`src/rtl/mips_control_unit.sv`:
```
// Main decoder: maps the 6-bit MIPS opcode to registered datapath control signals.
// Latency: 1 cycle (opcode sampled at edge N drives outputs after edge N); no comb path opcode->outputs.
// Backpressure: stall holds every output register; flush loads an all-zero NOP and overrides stall.
module mips_control_unit #(
    parameter int OPCODE_W = 6,
    parameter int ALUOP_W  = 3
) (
    input  logic                clk,
    input  logic                rst_n,
    input  logic [OPCODE_W-1:0] opcode,
    input  logic                stall,
    input  logic                flush,
    output logic                reg_dst,
    output logic                alu_src,
    output logic                mem_to_reg,
    output logic                reg_write,
    output logic                mem_read,
    output logic                mem_write,
    output logic                branch,
    output logic [ALUOP_W-1:0]  alu_op,
    output logic                illegal_op
);

    // Supported opcodes (instruction bits [31:26])
    localparam logic [5:0] OP_RTYPE = 6'b000000;
    localparam logic [5:0] OP_SLTI  = 6'b000001;
    localparam logic [5:0] OP_LW    = 6'b000100;
    localparam logic [5:0] OP_SW    = 6'b000101;
    localparam logic [5:0] OP_BEQ   = 6'b000110;
    localparam logic [5:0] OP_ADDI  = 6'b000111;

    // ALU operation classes; codes 100-111 are reserved and never produced
    localparam logic [ALUOP_W-1:0] ALU_ADD   = ALUOP_W'(3'b000);
    localparam logic [ALUOP_W-1:0] ALU_SUB   = ALUOP_W'(3'b001);
    localparam logic [ALUOP_W-1:0] ALU_RTYPE = ALUOP_W'(3'b010);
    localparam logic [ALUOP_W-1:0] ALU_SLT   = ALUOP_W'(3'b011);

    typedef struct packed {
        logic               reg_dst;
        logic               alu_src;
        logic               mem_to_reg;
        logic               reg_write;
        logic               mem_read;
        logic               mem_write;
        logic               branch;
        logic [ALUOP_W-1:0] alu_op;
        logic               illegal_op;
    } ctrl_t;

    localparam ctrl_t CTRL_NOP = '0;

    ctrl_t w_dec;
    ctrl_t r_ctrl;

    // Combinational opcode decode; unlisted (or unknown) opcodes fall to the illegal default
    always_comb begin
        w_dec            = CTRL_NOP;
        w_dec.illegal_op = 1'b1;
        case (opcode[5:0])
            OP_RTYPE: begin
                w_dec.illegal_op = 1'b0;
                w_dec.reg_dst    = 1'b1;
                w_dec.reg_write  = 1'b1;
                w_dec.alu_op     = ALU_RTYPE;
            end
            OP_LW: begin
                w_dec.illegal_op = 1'b0;
                w_dec.alu_src    = 1'b1;
                w_dec.mem_to_reg = 1'b1;
                w_dec.reg_write  = 1'b1;
                w_dec.mem_read   = 1'b1;
                w_dec.alu_op     = ALU_ADD;
            end
            OP_SW: begin
                w_dec.illegal_op = 1'b0;
                w_dec.alu_src    = 1'b1;
                w_dec.mem_write  = 1'b1;
                w_dec.alu_op     = ALU_ADD;
            end
            OP_ADDI: begin
                w_dec.illegal_op = 1'b0;
                w_dec.alu_src    = 1'b1;
                w_dec.reg_write  = 1'b1;
                w_dec.alu_op     = ALU_ADD;
            end
            OP_BEQ: begin
                w_dec.illegal_op = 1'b0;
                w_dec.branch     = 1'b1;
                w_dec.alu_op     = ALU_SUB;
            end
            OP_SLTI: begin
                w_dec.illegal_op = 1'b0;
                w_dec.alu_src    = 1'b1;
                w_dec.reg_write  = 1'b1;
                w_dec.alu_op     = ALU_SLT;
            end
            default: begin
                w_dec            = CTRL_NOP;
                w_dec.illegal_op = 1'b1;
            end
        endcase
    end

    // Output register: reset > flush > stall > decode
    always_ff @(posedge clk or negedge rst_n) begin
        if (!rst_n) begin
            r_ctrl <= CTRL_NOP;
        end else if (flush) begin
            r_ctrl <= CTRL_NOP;
        end else if (!stall) begin
            r_ctrl <= w_dec;
        end
    end

    assign reg_dst    = r_ctrl.reg_dst;
    assign alu_src    = r_ctrl.alu_src;
    assign mem_to_reg = r_ctrl.mem_to_reg;
    assign reg_write  = r_ctrl.reg_write;
    assign mem_read   = r_ctrl.mem_read;
    assign mem_write  = r_ctrl.mem_write;
    assign branch     = r_ctrl.branch;
    assign alu_op     = r_ctrl.alu_op;
    assign illegal_op = r_ctrl.illegal_op;

endmodule

```
`config.mk`:
```
export PLATFORM = sky130hd
export DESIGN_NAME = mips_control_unit
export DESIGN_NICKNAME = d
export VERILOG_FILES = /design/src/rtl/mips_control_unit.sv
export SDC_FILE = /design/constraint.sdc
export NUM_CORES = 1
export LEC_CHECK = 0
export ABC_AREA = 1
export CAP_MARGIN = 15
export CELL_PAD_IN_SITES_DETAIL_PLACEMENT = 1
export CELL_PAD_IN_SITES_GLOBAL_PLACEMENT = 1
export CORE_MARGIN = 2
export CORE_UTILIZATION = 27
export CTS_CLUSTER_SIZE = 16
export DETAILED_ROUTE_END_ITERATION = 10
export PLACE_DENSITY_LB_ADDON = 0.3
export SLEW_MARGIN = 20
export SYNTH_ARGS = -nofsm -noshare
export SYNTH_HDL_FRONTEND = slang
export SYNTH_SLANG_ARGS = --single-unit
```
`constraint.sdc`:
```
create_clock -name clk -period 1 [get_ports clk]
set_clock_uncertainty 0.2 [all_clocks]
set_input_delay 0.25 -clock clk [delete_from_list [all_inputs] [get_ports clk]]
set_output_delay 0.25 -clock clk [all_outputs]
set_load 0.02 [all_outputs]
```
# After elaboration in Yosys (flattened, before gate mapping)
# Cells that the tools add are included.
[word_totals] register_bits=11 input_bits=10 output_inout_bits=11 elab_cells=28
[op_classes] eq_ne=6 muxes=9 n_reduce_logical=4
[ops] op="6-bit by 3-bit equality test with 1-bit output (second input constant)" count=4
[ops] op="11-bit 2-to-1 mux" count=2
[ops] op="3-bit case mux with 4 select lines" count=1
[ops] op="4-bit OR reduction" count=2
[ops] op="6-bit by 1-bit equality test with 1-bit output (second input constant)" count=1
[ops] op="6-bit logical NOT" count=1
[ops] op="1-bit 2-to-1 mux" count=6
[ops] op="3-bit OR reduction" count=1
[ops] op="2-bit by 1-bit != test with 1-bit output (second input constant)" count=1

# Depth between registers and ports, before layout
# Gate-level depths: netlist of the first run.
[logic_depth] ltp_word=5 mapped_depth=7

# Least setup slack after synthesis of the first run
# No wires, ideal clock.
[synth_path] path_type="flip-flop to output port" from="register r_ctrl (netlist bit mem_to_reg)" to="output mem_to_reg" t_arrival_ns=0.626 path_slack_ns=-0.076 path_stages_with_launch=2 n_path_buf=1 cell_sequence="dfrtp_1 buf_4"
[synth_lines] element="start: declaration" line="53" rtl="ctrl_t r_ctrl;"
[synth_lines] element="start signal: assignment" line="111" rtl="r_ctrl <= w_dec;"
[synth_lines] element="end: declaration" line="15" rtl="output logic mem_to_reg,"
# No word-level cell between the ends.

# Worst setup path in the final report of the first run
[layout_path] from="register r_ctrl (netlist bit mem_to_reg)" to="output mem_to_reg"
# No word-level cell between the ends.

==> results.md, run 1 <==
* Pre-CTS setup slack at -546.2 ps
* # fillers at 217
* Total routed wirelength at 1.434 mm
* Outcome: finished, violations left
* Maximum achievable frequency at roughly 0.79 GHz
* CP Data Required Time at ~550 ps
* Critical path class: flip-flop to primary output
* Die W at 47.06 um
* P_leak at 0.0004571 uW
* Antenna-violating nets left at 0
* Placed cell areas at 788.3 um2
* Total GRT Usage at 15.17%
* Max-cap violation count at 0
* FF-to-FF Start: mem_write$_DFFE_PN0P_
* Initial detailed-routing violation count at 11
* Period minus WS final at 1262 ps
* Fin crit share at 126.2%
* Cells after Synth at 68
* Via density at approximately 4.3
* Worst r2r path cells at 4
* Layout cells sized above 1 at between 50% and 60%
* Site Rows at 15
* Reg-to-Reg End: mem_write$_DFFE_PN0P_
* Syn-to-layout area delta at 76.25%
* Max Root-Sink Buffers at 2
* Setup ws final at -262.2 ps
* CP top delay family: flip-flops
* DRC at 0
* Clock Tree Root: clkbuf_4
* Average routed wire per standard cell at about 11 um
* Hold/Removal Path Class: input port to async pin
* # clock sinks at 9
* Die Ht at 47.06 um
* Number of global-route vias before repair at between 500 and 600
* Drt pass-1 iters at 4
* Full die area at 0.002214 mm2
* Largest cells by area after synthesis: dfrtp_1, nand2_1, nand3_1, nor2_1, inv_1
* Share of the synthesized area in the top cell type at about 45%
* GRT overflow at 0
* Cell area after synthesis at 500.5 um2
* Worst Path Arrival at 810 ps
* CP bufs+invs at 1
* Diode count at 0
* Final Max Slew Viols at 0
* Crit. Startpoint: mem_to_reg$_DFFE_PN0P_
* Maximum vdd drop at ~380 uV
* CTS tree: built
* Syn. warnings at 0
* Clock Pin Slew Worst Setup and Hold Paths at 60 ps
* Seq cells post-synth at 9
* I/O Pins at 21
* H-tree depth at 1
* Core area at roughly 0.0017 mm2
* Flop2flop setup slack at -50 ps
* Crit path to: mem_to_reg
* Cell taking the most area after synthesis: dfrtp_1
* Hpwl dp at approximately 1.0 mm
* RSZ-0062 raised after global routing: yes
* Power Dens Cells at just over 900 mW/mm2
* Crit. path cell count at 1
* # setup viols final at 12
* Synthesized Nets at 78
* Synth cell types at 13
* WHS at about 110 ps
* IO buf count at 19
* Failing checks: negative setup slack
* Clock Latency Late Sink at 260 ps
* CP endpoint kind: primary output
* Avg Cell Area, Syn at 7.360 um2
* Commonest cells after routing, fill and taps aside: nand2_1, buf_6, dfrtp_1
* Max FFs per register at 2
* Max FO, Critical Path at 3
* CTS Buf Count at 3
* Final Cell Area at 882.1 um2
* Pwr Total at 817.2 uW
* Pin count of the biggest net entering global routing at 10
* First-pass GRT wire length at approximately 2.2 mm
* Initial Utilization at between 20 and 30%
* GPL Wtd Cong at 0.7881
* Final hold violations at 0
* Vias at 544
* Most common cell after layout, fill and taps aside: nand2_1
* CP max stage delay at 420 ps
* Post-synthesis sequential area ratio at about 45%
* Worst-path cell chain: buf_6
* CP max-delay cell: dfrtp_2
* Initial antenna violation count at 0
* CP startpoint kind: flip-flop
* # nets final at between 100 and 150
[synth_stat cells (all sizes together)]
cell / n
nand2: 23
nor2: 12
dfrtp: 9
nand3: 9
inv: 8
buf: 2
nand4: 2
o21ai: 2
conb: 1
[layer usage]
| layer | vias to the layer above | part of all wire, % | wire [um] | track usage, % |
|---|---|---|---|---|
| li1 | 276 | - | - | - |
| met1 | 249 | 42 | 598 | 16.16 |
| met2 | 17 | 52 | 739 | 26.58 |
| met3 | 2 | 4.8 | 69 | 2.308 |
| met4 | 0 | 1.7 | 25 | 11.67 |
| met5 | - | 0 | 0 | 0 |
[where the power goes]
part / internal, uW / switching (uW) / total, uW
clock network: 154 / 125 / 279
logic: 68.7 / 95.2 / 164
registers: 370 / 4.61 / 375
total: 592 / 225 / 817
[kinds of logic (layout without fill, tap and decap cells)]
kind of cell	Yosys count	after routing	share of synthesized area [%]
compound gates	2	2	2.000
buf+inv	10	43	8.999
flops	9	9	45.00
other cells	1	1	0.7493
simple gates	46	46	43.25
[worst register-to-register path: stages (launching register included)]
cell and delay [ps]:
dfrtp_1 390, buf_4 140, buf_6 100, nand2_2 50
o21ai_1 50
[per-stage QoR]
step                TNS (ps)  cells  utilization, %
global placement       -8101    119           45.65
CTS                    -2530    124           50.29
finish                 -2493    126           51.09
detailed placement     -8347    119           45.65
global route           -2841    126           51.09
floorplan             -34.21     68               -
[worst min path at each step]
stage,start,to,slack [ps],cells after the start
after floorplan,rst_n,alu_op[0]$_DFFE_PN0P_,-250,0
after global placement,illegal_op$_DFFE_PN0P_,illegal_op$_DFFE_PN0P_,260,2
after detailed placement,illegal_op$_DFFE_PN0P_,illegal_op$_DFFE_PN0P_,280,2
after CTS,rst_n,reg_dst$_DFFE_PN0P_,100,2
after global routing,rst_n,reg_dst$_DFFE_PN0P_,100,2
final,rst_n,alu_op[1]$_DFFE_PN0P_,110,2
[area by class of cell]
cell class / count / area [um2] / share of cell area, %
Timing Repair Buffer: 31 / 280.3 / 31.77
Sequential cell: 9 / 226.5 / 25.67
Multi-Input combinational cell: 49 / 285.3 / 32.34
Clock buffer: 4 / 26.28 / 2.979
Tap cell: 25 / 31.28 / 3.546
Inverter: 8 / 32.53 / 3.688
[repair_timing]
action / 4_1_cts / 5_1_grt
hold buffers: 0 / 0
hold endpoints to repair: 0 / 0
cloned: 0 / 0
endpoints found under the setup margin: 19 / 18
buffers inserted: 3 / 3
resized for setup: 85 / 24
pin swaps: 10 / 13
Note: power is estimated with default switching activity, not from simulation.
==> run 2: changes to the inputs <==
Settings changed: CAP_MARGIN 15 to 25, CORE_MARGIN 2 to 3.
==> results.md, run 2 (synthesis results as in run 1) <==
* Outcome: finished, violations left
* Failing checks: negative setup slack
* Most common cell after layout, fill and taps aside: nand2_1
* Hpwl dp at 1.057 mm
* Via density at 4.524
* Drt pass-1 iters at 4
* I/O Pins at 21
* Initial antenna violation count at 0
* Final Max Slew Viols at 0
* Met1 WL at 622 um
* Clock Pin Slew Worst Setup and Hold Paths at 60 ps
* # fillers at 210
* GRT overflow at 0
* Max FO, Critical Path at 3
* WHS at roughly 110 ps
* DRC at 0
* CTS tree: built
* P_leak at 0.0004596 uW
* Hold_buf cts at 0
* Flip-flop and latch area at approximately 230 um2
* Final Cell Area at 877.1 um2
* Finished Layout Cells at 126
* CP max stage delay at 430 ps
* CP startpoint kind: flip-flop
* Metal2 WL at 738 um
* Site Rows at 14
* H-tree depth at 1
* Critical path class: flip-flop to primary output
* RSZ-0062 raised after global routing: yes
* Die W at 49.06 um
* Initial Utilization at between 30 and 40%
* Crit. path cell count at 1
* Clock Tree Root: clkbuf_4
* Worst-path cell chain: buf_6
* First-pass GRT wire length at approximately 2.4 mm
* Max-cap violation count at 0
* CP top delay family: flip-flops
* Pwr Total at 820.0 uW
* Routed wl met3 at about 77 um
* # setup viols final at 12
* Flop2flop setup slack at -90 ps
* Full die area at 0.002406 mm2
* Diode count at 0
* Period minus WS final at between 1000 and 1500 ps
* CP bufs+invs at 1
* Maximum achievable frequency at slightly below 0.8 GHz
* CP endpoint kind: primary output
* Clock Latency Late Sink at 260 ps
* Die Ht at 49.06 um
* Total GRT Usage at a little over an eighth
* Initial detailed-routing violation count at 7
* Hold/Removal Path Class: input port to async pin
* Commonest cells after routing, fill and taps aside: nand2_1, buf_6, buf_4
* Final hold violations at 0
* Antenna-violating nets left at 0
* Worst r2r path cells at 4
* Max Root-Sink Buffers at 2
* Fin crit share at 127.4%
* Highest routed layer: met4
* Placed cell areas at 772.0 um2
* Vias at 570
* IO buf count at 19
* Total routed wirelength at 1.485 mm
* Maximum vdd drop at 386.2 uV
* Syn-to-layout area delta at 75.25%
* Area used by multi-input combinational logic at 277.8 um2
* Number of global-route vias before repair at about 540
* Crit. Startpoint: mem_to_reg$_DFFE_PN0P_
* Layout cells sized above 1 at between 50% and 60%
* Number of placed instances, taps included at roughly 120
* FF-to-FF Start: mem_to_reg$_DFFE_PN0P_
* Reg-to-Reg End: mem_to_reg$_DFFE_PN0P_
* Pin count of the biggest net entering global routing at 10
* Crit path to: mem_read
* Util after Layout at ~54%
* # nets final at 113
* CP Data Required Time at 550 ps
* Worst Path Arrival at 820 ps
* # clock sinks at 9
* CP max-delay cell: dfrtp_2
* Core area at 0.001629 mm2
* Average routed wire per standard cell at 11.79 um
* Setup ws final at -273.6 ps
* CTS Buf Count at 3
* GPL Wtd Cong at 0.7595
* Power Dens Cells at approximately 930 mW/mm2
* Max FFs per register at 2
run 2: cell types whose count changed in the layout (fill, tap and decap cells not counted), moves of 2 or more:
cell / previous run / this run
buf_4: 7 / 10
buf_6: 14 / 12
nor2_1: 2 / 4
buf_2: 1 / 5
nor2_2: 4 / 2
clkbuf_2: 7 / 2
run 2: where the power goes:
part / switching [uW] / internal (uW) / leakage (uW)
Clock: 130 / 154 / 0.0000150
Sequential: 4.55 / 370 / 0.000123
Combinational: 91.5 / 69.6 / 0.000322
run 2: area by class of cell:
class	instances	share of cell area, %
Tap cell	24	3.424
Multi-Input combinational cell	49	31.67
Inverter	8	3.424
Timing Repair Buffer	32	32.67
Clock buffer	4	2.996
Sequential cell	9	25.82
run 2: worst min path at each step:
stage / to / slack (ps) / cells after the start
global placement: illegal_op$_DFFE_PN0P_ / 260 / 2
finish: reg_write$_DFFE_PN0P_ / 110 / 2
global route: reg_write$_DFFE_PN0P_ / 110 / 2
detailed placement: illegal_op$_DFFE_PN0P_ / 270 / 2
floorplan: alu_op[0]$_DFFE_PN0P_ / -250 / 0
CTS: reg_write$_DFFE_PN0P_ / 110 / 2
run 2: through the flow:
step | setup slack [ps] | TNS (ps)
floorplan | -34.21 | -34.21
finish | -273.6 | -2615
CTS | -277.4 | -2485
global placement | -536.4 | -8126
detailed placement | -571.2 | -8619
global route | -303.9 | -3062
run 2: what timing repair did:
item / CTS / global route
setup buffers: 3 / 6
endpoints found under the setup margin: 19 / 18
pin swaps: 8 / 10
gates resized for setup: 87 / 19
gates cloned: 0 / 0
hold endpoints to repair: 0 / 0
run 2: routing by layer:
metal,global-route usage [%],vias to the layer above
li1,-,276
met1,13.64,266
met2,23.53,23
met3,1.529,5
met4,9.953,0
met5,0,-
